[src/rtl/req_fork_pkg.sv]
// Shared types and defaults for the 2-phase request fork/join controller.
package req_fork_pkg;

    typedef enum logic [1:0] {
        IDLE = 2'd0,
        PKT  = 2'd1,
        WAIT = 2'd2
    } state_e;

    localparam int DEF_NUM_OUT     = 4;
    localparam int DEF_SYNC_STAGES = 2;
    localparam int DEF_TIMEOUT     = 256;
    localparam int DEF_CNT_W       = 8;

    // Bit positions in the per-cycle error-cause vector.
    typedef enum logic [1:0] {
        ERR_NO_HEAD     = 2'd0,
        ERR_NULL_ROUTE  = 2'd1,
        ERR_HEAD_IN_PKT = 2'd2,
        ERR_SPUR_ACK    = 2'd3
    } err_cause_e;

    localparam int ERR_W = 4;

endpackage

[src/rtl/toggle_sync.sv]
// Multi-flop synchroniser for transition-signalled lines; STAGES=0 is a plain wire.
module toggle_sync #(
    parameter int WIDTH  = 1,
    parameter int STAGES = 2
) (
    input  logic             clk,
    input  logic             rst_n,
    input  logic [WIDTH-1:0] din,
    output logic [WIDTH-1:0] dout
);

    generate
        if (STAGES == 0) begin : g_pass
            logic unused_clk_rst;
            assign unused_clk_rst = clk ^ rst_n;
            assign dout = din;
        end else begin : g_sync
            logic [WIDTH-1:0] chain [STAGES];

            always_ff @(posedge clk or negedge rst_n) begin
                if (!rst_n) begin
                    for (int i = 0; i < STAGES; i++) chain[i] <= '0;
                end else begin
                    chain[0] <= din;
                    for (int i = 1; i < STAGES; i++) chain[i] <= chain[i-1];
                end
            end

            assign dout = chain[STAGES-1];
        end
    endgenerate

endmodule

[src/rtl/req_fork_ctrl.sv]
// Forks a 2-phase upstream request to the packet's route ports and joins their
// acks; tracks packet extent, stalls, protocol errors and flit count.
module req_fork_ctrl
    import req_fork_pkg::*;
#(
    parameter int NUM_OUT     = DEF_NUM_OUT,
    parameter int SYNC_STAGES = DEF_SYNC_STAGES,
    parameter int TIMEOUT     = DEF_TIMEOUT,
    parameter int CNT_W       = DEF_CNT_W
) (
    input  logic               clk_i,
    input  logic               rst_ni,
    input  logic               req_up_i,
    output logic               ack_up_o,
    input  logic               head_i,
    input  logic               tail_i,
    input  logic [NUM_OUT-1:0] route_i,
    output logic [NUM_OUT-1:0] req_dw_o,
    input  logic [NUM_OUT-1:0] ack_dw_i,
    output logic               pkt_active_o,
    output logic [NUM_OUT-1:0] route_o,
    output logic               stall_o,
    output logic               err_o,
    output logic [CNT_W-1:0]   flit_cnt_o
);

    localparam int TMR_W = (TIMEOUT > 0) ? $clog2(TIMEOUT + 1) : 1;
    localparam logic [TMR_W-1:0] TMR_MAX = TMR_W'(TIMEOUT);

    state_e             state;
    logic               req_s;
    logic               req_seen;
    logic               req_ev;
    logic               tail_q;
    logic [NUM_OUT-1:0] ack_s;
    logic [NUM_OUT-1:0] ack_seen;
    logic [NUM_OUT-1:0] ack_ev;
    logic [NUM_OUT-1:0] pending;
    logic [TMR_W-1:0]   tmr;
    logic [ERR_W-1:0]   err_cause;

    function automatic logic [CNT_W-1:0] sat_inc(input logic [CNT_W-1:0] v);
        return (&v) ? v : v + 1'b1;
    endfunction

    toggle_sync #(.WIDTH(1), .STAGES(SYNC_STAGES)) u_req_sync (
        .clk   (clk_i),
        .rst_n (rst_ni),
        .din   (req_up_i),
        .dout  (req_s)
    );

    toggle_sync #(.WIDTH(NUM_OUT), .STAGES(SYNC_STAGES)) u_ack_sync (
        .clk   (clk_i),
        .rst_n (rst_ni),
        .din   (ack_dw_i),
        .dout  (ack_s)
    );

    assign req_ev = req_s ^ req_seen;
    assign ack_ev = ack_s ^ ack_seen;

    // Any ack on a port not awaiting one is spurious, whatever the state.
    always_comb begin
        err_cause = '0;
        if (|(ack_ev & ~pending)) err_cause[ERR_SPUR_ACK] = 1'b1;
        if (state == IDLE && req_ev) begin
            if (!head_i)            err_cause[ERR_NO_HEAD]    = 1'b1;
            else if (route_i == '0) err_cause[ERR_NULL_ROUTE] = 1'b1;
        end
        if (state == PKT && req_ev && head_i) err_cause[ERR_HEAD_IN_PKT] = 1'b1;
    end

    always_ff @(posedge clk_i or negedge rst_ni) begin
        if (!rst_ni) begin
            state        <= IDLE;
            req_seen     <= 1'b0;
            ack_seen     <= '0;
            pending      <= '0;
            tail_q       <= 1'b0;
            tmr          <= '0;
            ack_up_o     <= 1'b0;
            req_dw_o     <= '0;
            pkt_active_o <= 1'b0;
            route_o      <= '0;
            stall_o      <= 1'b0;
            err_o        <= 1'b0;
            flit_cnt_o   <= '0;
        end else begin
            err_o    <= |err_cause;
            ack_seen <= ack_s;
            pending  <= pending & ~ack_ev;

            case (state)
                IDLE: begin
                    if (req_ev) begin
                        req_seen <= ~req_seen;
                        if (head_i && (route_i != '0)) begin
                            route_o      <= route_i;
                            pkt_active_o <= 1'b1;
                            flit_cnt_o   <= CNT_W'(1);
                            tail_q       <= tail_i;
                            req_dw_o     <= req_dw_o ^ route_i;
                            pending      <= route_i;
                            state        <= WAIT;
                        end else begin
                            ack_up_o <= ~ack_up_o;
                        end
                    end
                end

                PKT: begin
                    if (req_ev) begin
                        req_seen   <= ~req_seen;
                        req_dw_o   <= req_dw_o ^ route_o;
                        pending    <= route_o;
                        flit_cnt_o <= sat_inc(flit_cnt_o);
                        tail_q     <= tail_i;
                        state      <= WAIT;
                    end
                end

                WAIT: begin
                    // Join completes on the registered pending mask, one cycle after the last ack.
                    if (pending == '0) begin
                        ack_up_o <= ~ack_up_o;
                        tmr      <= '0;
                        stall_o  <= 1'b0;
                        if (tail_q) begin
                            state        <= IDLE;
                            pkt_active_o <= 1'b0;
                        end else begin
                            state <= PKT;
                        end
                    end else if (TIMEOUT > 0) begin
                        if (tmr != TMR_MAX) tmr <= tmr + 1'b1;
                        if (tmr >= TMR_MAX - 1'b1) stall_o <= 1'b1;
                    end
                end

                default: state <= IDLE;
            endcase
        end
    end

endmodule

[config.mk]
export PLATFORM = sky130hd
export DESIGN_NAME = req_fork_ctrl
export DESIGN_NICKNAME = d
export VERILOG_FILES = /design/src/rtl/req_fork_pkg.sv /design/src/rtl/toggle_sync.sv /design/src/rtl/req_fork_ctrl.sv
export SDC_FILE = /design/constraint.sdc
export NUM_CORES = 1
export LEC_CHECK = 0
export CAP_MARGIN = 10
export CORE_MARGIN = 1.5
export CORE_UTILIZATION = 50
export DETAILED_ROUTE_END_ITERATION = 8
export HOLD_SLACK_MARGIN = 0.05
export PLACE_DENSITY_LB_ADDON = 0.08
export SYNTH_ARGS = -nofsm -noshare
export SYNTH_HDL_FRONTEND = slang
export SYNTH_SLANG_ARGS = --single-unit
[constraint.sdc]
create_clock -name clk_i -period 3.5 [get_ports clk_i]
set_clock_uncertainty 0.15 [all_clocks]
set_input_delay 0.875 -clock clk_i [delete_from_list [all_inputs] [get_ports clk_i]]
set_output_delay 0.875 -clock clk_i [all_outputs]
set_load 0.01 [all_outputs]
==> reports/results.ini <==
[drt]
wirelength_microns = 4510
dr.pass1.iters = 4
detail-route-antenna-nets = 0
avgViaCountPerCell = 5.83
wl_per_cell_microns = 15.7
drtIter0Drc = 182
drc = 0
vias = 1679

[placement]
portBuffers = 32
dpl-instance-area_sq_um = 2660
place_hpwl_microns = 3290
gp_congestion = 0.914
pre_cts_ws_ns = 0.676

[pwr]
vdd_drop_max_v = 0.000399
powerDensity_nw_per_um2 = 712
p_leak_nw = 1.15
power_w = 0.00196

[worst_hold_path]
hold_path_class = flip-flop to flip-flop
whs_path_depth = 0

[clock_network]
cts_tree = done
cts-htree-levels = 2
post-cts-setup-buffers = 0
cts_num_sinks = 51
post_cts_hold_buffer_count = 0
cts_resized = 0
root_buffer = clkbuf_8
cts_made_buffers = 5
clkLatencyLatePin_ns = 0.31
cts_max_path_buffers = 2
clk_pin_slew_ns = 0.10

[sta]
tightest_slew_ns = 1.09
finalHoldViolCount = 0
setup_viol = 0
rsz0062_at_grt = false
min_period_ns = 2.49
timing.setup.tns_ns = 0
clock.fmax_ghz = 0.401
fin_ws_ns = 1.01
slew_viol_final = 0
period_share_pct = 71.2
maxSlewHeadroom_pct = 27.2

[die]
io_pins = 33
dieArea_sq_um = 5010
initial_utilization_pct = 52.4
design.core.area_sq_um = 4380
die_w_microns = 70.8
die_h_microns = 70.8
fp-row-count = 24

[global_route]
grt_max_degree = 52
antenna_found_initial = 0
grt_pass1_vias = 1701
overflow = 0
grtUsageTotal_pct = 19.5
grt_first_pass_wirelength_microns = 7820

[layout]
syn_to_final_growth_pct = 19.9
n_antenna_cell = 0
final_common_cell = dfrtp_1
drive_gt1_share_pct = 12.3
n_fill_cell = 358
fin_area_sq_um = 2760
nets = 252
final_cell_mix = 51 x dfrtp_1, 31 x clkdlybuf4s50_1, 16 x nand2_1

[critical_path]
cp.depth = 5
endpoint_kind = flip-flop
crit_path_top_delay_cell = o41ai_4
critPathMaxStageDelay_ns = 0.61
worstPathRequired_ns = 3.56
rr_worst_depth = 4
critPathLaunchType = primary input
crit_arrival_ns = 2.55
cp_top_family = compound AO/OA/AOI/OAI gates
crit_type = primary input to flip-flop
path_cells = clkdlybuf4s50_1 -> o41ai_4 -> a211oi_4 -> and3_4 -> a22o_1
crit_fanout = 8
path_buf_inv = 1

[status]
status = completed

[yosys]
syn-num-nets = 218
synth_edf_count = 0
synthDistinctLibCells = 44
ys_seq_area_share_pct = 55.6
syn_avg_cell_area_sq_um = 11.4
synth_cells = 201
netlist_area_sq_um = 2300
async_flop_share_pct = 100
synth_ff_type = dfrtp_1
ys_ff_latch = 51
synth_warnings = 0

[run]
drv_cap = 0

stage by stage:
step	util [%]	cells	hold slack, ns
3_3_place_gp	60.6	280	0.183
5_1_grt	62.8	288	0.227
2_1_floorplan	-	201	0.181
4_1_cts	62.8	288	0.215
6_report	62.8	288	0.211
3_5_place_dp	60.6	280	0.188
worst reg2reg max path, stage by stage (launching register included):
cell and delay [ns]:
dfrtp_1 0.42, xor2_1 0.36, nand2b_2 0.18, nor3_4 0.32, mux2_2 0.38
cells by family after synthesis:
family                   Yosys count  share of synthesized area [%]
AO/OA/AOI/OAI                     49                           15.9
flip-flops                        51                           55.6
multiplexers                      10                           4.74
XOR/XNOR                          13                           4.96
AND/OR/NAND/NOR                   63                           14.8
adder cells (fa/ha/maj)            4                           2.18
buffers and inverters             11                           1.96
layer usage:
metal  vias up  wire length (microns)  track usage, %
met5         -                      0               0
met4         0                     42            6.50
met3         6                    166            3.70
met2        42                   2250            32.4
met1       832                   2050            26.0
li1        799                      -               -
final cells by class:
class,count,area [sq um],share of cell area (%)
Sequential cell,51,1280,46.3
Timing Repair Buffer,33,323,11.7
Clock buffer,5,68.8,2.50
Multi-Input combinational cell,139,976,35.4
Inverter,5,18.8,0.681
Tap cell,52,65.1,2.36
Clock inverter,3,27.5,0.999
report_power, final:
group          switching (W)  leakage, nW  internal [W]
registers           0.000145        0.635      0.000725
logic               0.000367        0.471      0.000365
clock network       0.000211       0.0467      0.000148
Yosys cell counts (all sizes together) (2+ instances only):
| master | instances | area [sq um] |
|---|---|---|
| dfrtp | 51 | 1280 |
| nand2 | 16 | 60.1 |
| nor2 | 11 | 41.3 |
| a21oi | 10 | 50.1 |
| o21ai | 10 | 50.1 |
| nand3 | 9 | 45.0 |
| mux2 | 7 | 78.8 |
| xnor2 | 7 | 61.3 |
| o31ai | 6 | 50.1 |
| xor2 | 6 | 52.6 |
| inv | 5 | 18.8 |
| nand2b | 5 | 33.8 |
| nand4 | 5 | 37.5 |
| nor3 | 5 | 36.3 |
| a31o | 4 | 35.0 |
| ha | 4 | 50.1 |
| a21o | 3 | 22.5 |
| a22o | 3 | 26.3 |
| a31oi | 3 | 18.8 |
| buf | 3 | 15.0 |
| clkbuf | 3 | 11.3 |
| mux2i | 3 | 30.0 |
| nor2b | 3 | 18.8 |
| o22ai | 3 | 18.8 |
| and3 | 2 | 17.5 |
| nor4 | 2 | 12.5 |
| o41ai | 2 | 36.3 |
worst paths after layout:
path                                                            from                   endpoint  slack, ns
max in group asynchronous                                     rst_ni    req_dw_o[2]$_DFFE_PN0P_       1.92
worst max-delay path                                      route_i[0]  flit_cnt_o[1]$_DFFE_PN0P_       1.01
worst min register to register  u_req_sync.g_sync.chain[1]$_DFF_PN0_  u_req_sync.dout$_DFF_PN0_       0.21
min in group asynchronous                                     rst_ni         tmr[6]$_DFFE_PN0P_       0.62
worst max register to register             u_req_sync.dout$_DFF_PN0_     route_o[3]$_DFFE_PN0P_       1.59
worst min-delay path            u_req_sync.g_sync.chain[1]$_DFF_PN0_  u_req_sync.dout$_DFF_PN0_       0.21
sequential cells by signal (all words and copies together), names as in the netlist, 4 cells and up:
register and count:
ack_seen 4, flit_cnt_o 8, pending 4, req_dw_o 4
route_o 4, tmr 9, u_ack_sync.dout 4, u_ack_sync.g_sync.chain 4
Note: power is estimated with default switching activity, not from simulation.
